==> src/rtl/fir_sink_pkg.sv <==
// Shared types and helpers for the FIR result sink: serializer states,
// the drop counter ceiling and the result-to-byte-count helper.
package fir_sink_pkg;

    // Serializer states: IDLE waits for a stored result, SEND streams its bytes.
    typedef enum logic {
        IDLE = 1'b0,
        SEND = 1'b1
    } sink_state_t;

    // The drop counter stops here instead of wrapping back to zero.
    localparam logic [15:0] DropMax = 16'hFFFF;

    // Number of bytes needed to carry a result of width w.
    function automatic int n_bytes(input int w);
        return (w + 7) / 8;
    endfunction

endpackage

==> src/rtl/result_fifo.sv <==
// Small synchronous FIFO holding filter results until the serializer takes
// them. It has no drop policy of its own: the parent decides whether a push
// is allowed. A push into a full FIFO is only stored when a pop happens in
// the same cycle, which frees the slot being written.
module result_fifo
    import fir_sink_pkg::*;
#(
    parameter int Width = 32,
    parameter int Depth = 16
) (
    input  logic             clk,
    input  logic             rst,
    input  logic             push,
    input  logic             pop,
    input  logic [Width-1:0] din,
    output logic [Width-1:0] dout,
    output logic             full,
    output logic             empty
);

    localparam int PtrW = $clog2(Depth);
    localparam int CntW = $clog2(Depth) + 1;
    localparam logic [CntW-1:0] DepthCount = CntW'(Depth);

    logic [Width-1:0] mem_q [Depth];
    logic [Width-1:0] mem_d [Depth];
    logic [PtrW-1:0]  wr_ptr_q, wr_ptr_d;
    logic [PtrW-1:0]  rd_ptr_q, rd_ptr_d;
    logic [CntW-1:0]  count_q, count_d;
    logic             wr_en;
    logic             rd_en;

    assign full  = (count_q == DepthCount);
    assign empty = (count_q == '0);
    assign dout  = mem_q[rd_ptr_q];

    // Next-state for storage, pointers and occupancy; pointers wrap naturally.
    always_comb begin
        wr_en    = push && (!full || pop);
        rd_en    = pop && !empty;
        mem_d    = mem_q;
        wr_ptr_d = wr_ptr_q;
        rd_ptr_d = rd_ptr_q;
        count_d  = count_q;
        if (wr_en) begin
            mem_d[wr_ptr_q] = din;
            wr_ptr_d        = wr_ptr_q + PtrW'(1);
        end
        if (rd_en) begin
            rd_ptr_d = rd_ptr_q + PtrW'(1);
        end
        case ({wr_en, rd_en})
            2'b10:   count_d = count_q + CntW'(1);
            2'b01:   count_d = count_q - CntW'(1);
            default: count_d = count_q;
        endcase
    end

    // Result storage needs no reset; the pointers decide what is valid.
    always_ff @(posedge clk) begin
        mem_q <= mem_d;
    end

    // Pointer and occupancy registers, cleared to an empty FIFO on reset.
    always_ff @(posedge clk or negedge rst) begin
        if (!rst) begin
            wr_ptr_q <= '0;
            rd_ptr_q <= '0;
            count_q  <= '0;
        end else begin
            wr_ptr_q <= wr_ptr_d;
            rd_ptr_q <= rd_ptr_d;
            count_q  <= count_d;
        end
    end

endmodule

==> src/rtl/fir_result_sink.sv <==
// Receiving end of the FIR filter output. Each valid result is queued in a
// small FIFO and streamed out LSB byte first over a ready/valid byte port.
// The filter cannot be stalled, so a result arriving with no room is
// dropped and counted rather than back-pressured.
module fir_result_sink
    import fir_sink_pkg::*;
#(
    parameter int OutWidth = 32,
    parameter int Depth    = 16
) (
    input  logic                clk,
    input  logic                rst,
    input  logic [OutWidth-1:0] result,
    input  logic                valid,
    output logic [7:0]          byte_data,
    output logic                byte_valid,
    input  logic                byte_ready,
    output logic                byte_last,
    output logic                overflow,
    output logic [15:0]         drop_count,
    input  logic                clear
);

    localparam int NBytes = n_bytes(OutWidth);
    localparam int ShW    = NBytes * 8;
    localparam int IdxW   = (NBytes > 1) ? $clog2(NBytes) : 1;
    localparam logic [IdxW-1:0] LastIdx = IdxW'(NBytes - 1);

    sink_state_t         state_q, state_d;
    logic [ShW-1:0]      shift_q, shift_d;
    logic [IdxW-1:0]     idx_q, idx_d;
    logic                byte_valid_q, byte_valid_d;
    logic                byte_last_q, byte_last_d;
    logic                overflow_q, overflow_d;
    logic [15:0]         drop_count_q, drop_count_d;

    logic                fifo_push;
    logic                fifo_pop;
    logic [OutWidth-1:0] fifo_dout;
    logic                fifo_full;
    logic                fifo_empty;
    logic                drop;
    logic                is_last;

    result_fifo #(
        .Width (OutWidth),
        .Depth (Depth)
    ) u_fifo (
        .clk   (clk),
        .rst   (rst),
        .push  (fifo_push),
        .pop   (fifo_pop),
        .din   (result),
        .dout  (fifo_dout),
        .full  (fifo_full),
        .empty (fifo_empty)
    );

    assign byte_data  = shift_q[7:0];
    assign byte_valid = byte_valid_q;
    assign byte_last  = byte_last_q;
    assign overflow   = overflow_q;
    assign drop_count = drop_count_q;

    // Serializer: load a result, step through its bytes, chain to the next without a bubble.
    always_comb begin
        state_d  = state_q;
        shift_d  = shift_q;
        idx_d    = idx_q;
        fifo_pop = 1'b0;
        is_last  = (idx_q == LastIdx);
        case (state_q)
            IDLE: begin
                if (!fifo_empty) begin
                    fifo_pop = 1'b1;
                    shift_d  = ShW'(fifo_dout);
                    idx_d    = '0;
                    state_d  = SEND;
                end
            end
            SEND: begin
                if (byte_ready) begin
                    if (!is_last) begin
                        shift_d = shift_q >> 8;
                        idx_d   = idx_q + IdxW'(1);
                    end else if (!fifo_empty) begin
                        fifo_pop = 1'b1;
                        shift_d  = ShW'(fifo_dout);
                        idx_d    = '0;
                    end else begin
                        state_d = IDLE;
                    end
                end
            end
            default: begin
                state_d = IDLE;
            end
        endcase
        byte_valid_d = (state_d == SEND);
        byte_last_d  = (state_d == SEND) && (idx_d == LastIdx);
    end

    // Push admission and drop bookkeeping; a drop outranks a same-cycle clear.
    always_comb begin
        fifo_push    = valid && (!fifo_full || fifo_pop);
        drop         = valid && !fifo_push;
        overflow_d   = overflow_q;
        drop_count_d = drop_count_q;
        if (drop) begin
            overflow_d = 1'b1;
            if (clear) begin
                drop_count_d = 16'd1;
            end else if (drop_count_q != DropMax) begin
                drop_count_d = drop_count_q + 16'd1;
            end
        end else if (clear) begin
            overflow_d   = 1'b0;
            drop_count_d = '0;
        end
    end

    // State and output registers; reset abandons any result in flight.
    always_ff @(posedge clk or negedge rst) begin
        if (!rst) begin
            state_q      <= IDLE;
            shift_q      <= '0;
            idx_q        <= '0;
            byte_valid_q <= 1'b0;
            byte_last_q  <= 1'b0;
            overflow_q   <= 1'b0;
            drop_count_q <= '0;
        end else begin
            state_q      <= state_d;
            shift_q      <= shift_d;
            idx_q        <= idx_d;
            byte_valid_q <= byte_valid_d;
            byte_last_q  <= byte_last_d;
            overflow_q   <= overflow_d;
            drop_count_q <= drop_count_d;
        end
    end

endmodule

==> config.mk <==
export PLATFORM = sky130hd
export DESIGN_NAME = fir_result_sink
export DESIGN_NICKNAME = d
export VERILOG_FILES = /design/src/rtl/fir_sink_pkg.sv /design/src/rtl/result_fifo.sv /design/src/rtl/fir_result_sink.sv
export SDC_FILE = /design/constraint.sdc
export NUM_CORES = 1
export LEC_CHECK = 0
export ABC_AREA = 1
export ABC_CLOCK_PERIOD_IN_PS = 4790
export CAP_MARGIN = 20
export CORE_MARGIN = 4
export CORE_UTILIZATION = 55
export CTS_CLUSTER_SIZE = 28
export DETAILED_ROUTE_END_ITERATION = 6
export DONT_BUFFER_PORTS = 1
export HOLD_SLACK_MARGIN = 0.05
export PLACE_DENSITY = 0.77
export SETUP_SLACK_MARGIN = 0.1
export SYNTH_ARGS = -nofsm -noshare
export SYNTH_HDL_FRONTEND = slang
export SYNTH_SLANG_ARGS = --single-unit
==> constraint.sdc <==
create_clock -name clk -period 4.79 [get_ports clk]
set_clock_uncertainty 0.05 [all_clocks]
set_input_delay 0.479 -clock clk [delete_from_list [all_inputs] [get_ports clk]]
set_output_delay 0.479 -clock clk [all_outputs]
set_load 0.1 [all_outputs]
Word level (Yosys, flattened, before mapping)
Cells that the tools add are included.
Widths: inputs -> output; s select.
{"block": "word_totals", "reg_bits": 578, "out_inout_bits": 27}
{"block": "op_classes", "addsub": 6, "magnitude_cmp": 3, "n_eq_ne": 7, "mux": 28, "n_bitwise": 3, "reduce_logical": 15}
{"op": "$bwmux 512", "n": 1}
{"op": "$mux 32", "n": 6}
{"op": "$bmux 32 s4", "n": 1}
{"op": "$demux 32 s4", "n": 1}
{"op": "$mux 16", "n": 4}
{"op": "$pmux 32 s2", "n": 1}
{"op": "$add 16x1->16 const B", "n": 1}
{"op": "$ne 16x16->1 const B", "n": 1}
{"op": "$ge 5x5->1 const B", "n": 2}
{"op": "$not 4->5", "n": 2}
{"op": "$pmux 5 s2", "n": 1}
{"op": "$add 4x1->4 const B", "n": 2}
{"op": "$mux 1", "n": 7}
{"op": "$eq 2x2->1 const B", "n": 3}
{"op": "$logic_and 1x1->1", "n": 6}
{"op": "$mux 2", "n": 3}
{"op": "$reduce_bool 2->1", "n": 3}
{"op": "$add 5x1->5 const B", "n": 1}
{"op": "$eq 5x5->1 const B", "n": 1}
{"op": "$logic_not 5->1", "n": 1}
{"op": "$lt 5x1->1 const B", "n": 1}
{"op": "$sub 5x1->5 const B", "n": 1}
{"op": "$pmux 1 s2", "n": 2}
{"op": "$pmux 2 s2", "n": 1}
{"op": "7 further kinds", "n": 9}

Logic depth before layout (Yosys ltp)
{"block": "depth", "ltp_word": 11, "depth_mapped": 20, "ltp_nobuf": 18}

Hierarchy
A second synthesis with hierarchy kept.
{"block": "hier_totals", "hier_cells": 2428, "area_unflattened_um2": 24818.8}
{"mod": "result_fifo", "instances": 1, "cells_each": 2124, "area_each_um2": 22221.3}
{"mod": "fir_result_sink", "instances": 1, "cells_each": 304, "area_each_um2": 2597.5}

Worst setup path before layout
No wires, ideal clock.
{"block": "synth_timing", "kind": "register to register", "startpoint": "register, netlist name byte_valid", "endpoint": "register u_fifo.mem_q[160] (netlist name) (enable)", "arrival_ns": 3.873, "required_ns": 4.279, "path_slack_ns": 0.406, "stages_incl_launch_ff": 8, "path_buffers": 2, "path_cell_list": "dfrtp_1 nand2_2 nand2_4 buf_6 nand2_2 nand2_4 buf_6 nor3_1"}
{"element": "end signal: assignment", "line": "result_fifo.sv:61", "source": "mem_q <= mem_d;"}
{"element": "end: declaration", "line": "result_fifo.sv:25", "source": "logic [Width-1:0] mem_q [Depth];"}

Worst setup path after layout
{"block": "layout_timing", "startpoint": "register u_fifo.rd_ptr_q[0]", "endpoint": "register shift_q[28]"}
{"block": "layout_between", "elab_chain_cells": 8}
{"element": "start: declaration", "line": "result_fifo.sv:28", "source": "logic [PtrW-1:0] rd_ptr_q, rd_ptr_d;"}
{"element": "start signal: assignment", "line": "result_fifo.sv:72", "source": "rd_ptr_q <= rd_ptr_d;"}
{"element": "$not 4->5 (not written as such) (*)", "line": "result_fifo.sv:35", "source": "assign dout = mem_q[rd_ptr_q];"}
{"element": "$bmux 32 s4 (*)", "line": "result_fifo.sv:35"}
{"element": "$mux 32 (not written as such) (*) (2 in a row)", "line": "result_fifo.sv:35"}
{"element": "$mux 32 (*)", "line": "fir_result_sink.sv:74, fir_result_sink.sv:86"}
{"element": "$mux 32", "line": "fir_result_sink.sv:83", "source": "if (!is_last) begin"}
{"element": "$mux 32", "line": "fir_result_sink.sv:82", "source": "if (byte_ready) begin"}
{"element": "$pmux 32 s2 (*)", "line": "fir_result_sink.sv:72", "source": "case (state_q)"}
{"element": "end signal: assignment", "line": "fir_result_sink.sv:134", "source": "shift_q <= shift_d;"}
{"element": "end: declaration", "line": "fir_result_sink.sv:30", "source": "logic [ShW-1:0] shift_q, shift_d;"}
Mark *: on every way between the ends. The rest lies on a longest branch, timed or not. The select of a mux whose other input is x is not followed.
A chain may end at the register's enable or synchronous reset.

==> reports/qor.yml <==
final_max_slew_viol_count: 0
crit_type: "reg -> reg"
power_density_nw_per_um2: 576
seq_area_um2: 17000
final_nets: 2481
cts-htree-levels: 2
cts_setup_buffers: 0
initial_core_util_pct: 55.6
final.setup.tns_ns: 0
synth_seq_cells: 578
relSlewSlack_pct: 24.8
synth-edff-count: 512
die_h_um: 222
port-buffer-count: 0
grt_pass1_vias: 17100
yosysSeqAreaShare_pct: 67.7
fin_cells: 3078
tightest_slew_ns: 1.13
final_common_cell: "nand2_1"
rows: 78
r2r_cells: 8
multi_input_area_um2: 6530
io-pin-count: 64
path_max_fanout: 92
hpwlAfterDp_mm: 34.7
grt-ovfl-total: 0
hold_depth: 4
rsz0062_at_grt: "false"
r2r_end: "shift_q[28]"
syn_inst: 2427
syn_nets: 2474
antenna_found_initial: 3
cts_tree: "yes"
viasPerCell: 5.65
clk_path_buf_depth: 3
track_usage_pct: 24.3
grt_pass1_wl_mm: 94.7
clock_latency_ns: 0.62
crit_start: "u_fifo.rd_ptr_q[0]"
drc_errors: 0
async_flop_share_pct: 11.4
dr.pass1.iters: 6
drv_cap: 0
ir_drop_mv: 0.489
endpoint_kind: "register"
num_antenna_cells: 0
r2r_setup_slack_ns: 1.58
min_from: "byte_ready"
worstPathArrival_ns: 3.67
ys.flop_type: "edfxtp_1"
routed_wl_mm: 61.4
yosysUniqueCellTypes: 39
worstPathRequired_ns: 5.24
syn_area_per_cell_um2: 10.4
nFillCells: 3467
hold_viol: 0
hold-path-endpoint: "idx_q[0]"
ant_nets: 0
wl_per_cell_um: 20.0
status: "finished, final reports clean"
drt_iter0_drc: 2015
hp-class: "in -> reg"
setup_viol: 0
fin_crit_sh_pct: 67.1
grt_max_degree: 139
max_freq_mhz: 311
worstSetupStartpointType: "register"
final.min_clock_period_ns: 3.21
whs_ns: 0.0930
cts-root-buf: "clkbuf_16"
globalplace.congestion: 0.868
drive_gt1_share_pct: 7.02
cts_made_buffers: 55
p_leak_nw: 11.3
fp.dieW_um: 222
die_area_um2: 49200
clk_pin_slew_ns: 0.06
clock-sinks: 578
vias: 17400
core-area_um2: 45300
dpl.cell_count: 2939
final_cell_mix: "810 x nand2_1, 512 x edfxtp_1, 324 x nand3_1, 259 x inv_1, 120 x nor2_1"
synth_warnings: 0
area_growth_pct: 10.9
netlist_area_um2: 25200
timing.rr.start: "u_fifo.rd_ptr_q[0]"
[cells in the mapped netlist (all sizes together), types with 2 or more instances]
| library cell | count | area (µm²) |
|---|---|---|
| edfxtp | 512 | 15400 |
| o21ai | 63 | 334 |
| nand3 | 331 | 1700 |
| clkbuf | 19 | 71.3 |
| nor3 | 30 | 150 |
| dfrtp | 66 | 1650 |
| nor2 | 129 | 516 |
| o21bai | 2 | 15.0 |
| nand2 | 817 | 3100 |
| a21oi | 18 | 97.6 |
| ha | 10 | 125 |
| inv | 266 | 1000 |
| nand4 | 8 | 50.1 |
| xor2 | 9 | 78.8 |
| buf | 111 | 621 |
| o211ai | 28 | 210 |
| xnor2 | 3 | 26.3 |
[cell type report]
| class | count | share of cell area, % |
|---|---|---|
| inverter | 267 | 3.63 |
| clock buffer | 71 | 5.22 |
| tap | 600 | 2.69 |
| timing repair buffer | 80 | 2.91 |
| multi-input combinational | 1452 | 23.4 |
| clock inverter | 30 | 1.11 |
| sequential | 578 | 61.0 |
[worst max-delay path by stage]
| stage | endpoint | slack (ns) | depth (start not counted) |
|---|---|---|---|
| detailed placement | u_fifo.mem_q[401] | 1.57 | 10 |
| finish | shift_q[28] | 1.58 | 8 |
| CTS | u_fifo.mem_q[399] | 1.54 | 10 |
| global placement | u_fifo.mem_q[9] | 1.62 | 10 |
| floorplan | u_fifo.mem_q[160] | 0.41 | 7 |
| global route | shift_q[1] | 1.37 | 10 |
[metal layers]
layer / vias to the layer above / part of all wire (%) / GRT usage (%)
li1: 8018 / - / -
met1: 8378 / 39 / 32.5
met2: 832 / 48 / 39.7
met3: 160 / 9.5 / 4.69
met4: 4 / 3.7 / 9.72
met5: - / 0.028 / 0
[cells by family after synthesis]
| family | Yosys count | share of synthesized area, % |
|---|---|---|
| multiplexers | 1 | 0.0447 |
| AO/OA/AOI/OAI | 113 | 2.67 |
| adder cells (fa/ha/maj) | 10 | 0.497 |
| XOR/XNOR | 12 | 0.418 |
| buffers and inverters | 397 | 6.75 |
| flip-flops | 578 | 67.7 |
| AND/OR/NAND/NOR | 1316 | 22.0 |
[state kept, by name, indices dropped and copies added (netlist names)]
signal / cells
u_fifo.mem_q: 512
shift_q: 32
drop_count: 16
u_fifo.count_q: 5
u_fifo.rd_ptr_q: 4
u_fifo.wr_ptr_q: 4
idx_q: 2
byte_last: 1
byte_valid: 1
overflow: 1
[critical path, cell delays in order, from the launching register on]
cell,delay [ns]
dfrtp_4,1.17
inv_6,0.52
buf_4,0.41
o21ai_0,0.28
nand3_1,0.11
nand3_1,0.16
nand2_1,0.15
nand2_1,0.12
nand2_1,0.05
[through the flow]
stage                     setup WS [ns]  instance area (µm²)  total power [mW]  util (%)
final                              1.58                27900              16.1      61.6
after global routing               1.37                27900              16.9      61.6
after CTS                          1.54                27900              16.0      61.6
after detailed placement           1.57                25700              11.7      56.8
after global placement             1.62                25700              11.5      56.7
after floorplan                   0.406                25200              10.3         -
[what timing repair did]
action | 4_1_cts | 5_1_grt
gates resized for setup | 0 | 0
hold endpoints to repair | 587 | 0
hold buffers | 36 | 0
[where the power goes]
part	switching [mW]	internal [mW]	total, mW	leakage (nW)
clock	1.82	2.46	4.29	0.859
combinational	3.54	1.43	4.97	5.00
sequential	0.714	6.09	6.81	5.47
total	6.08	9.99	16.1	11.3
(Power assumes the default switching activity.)
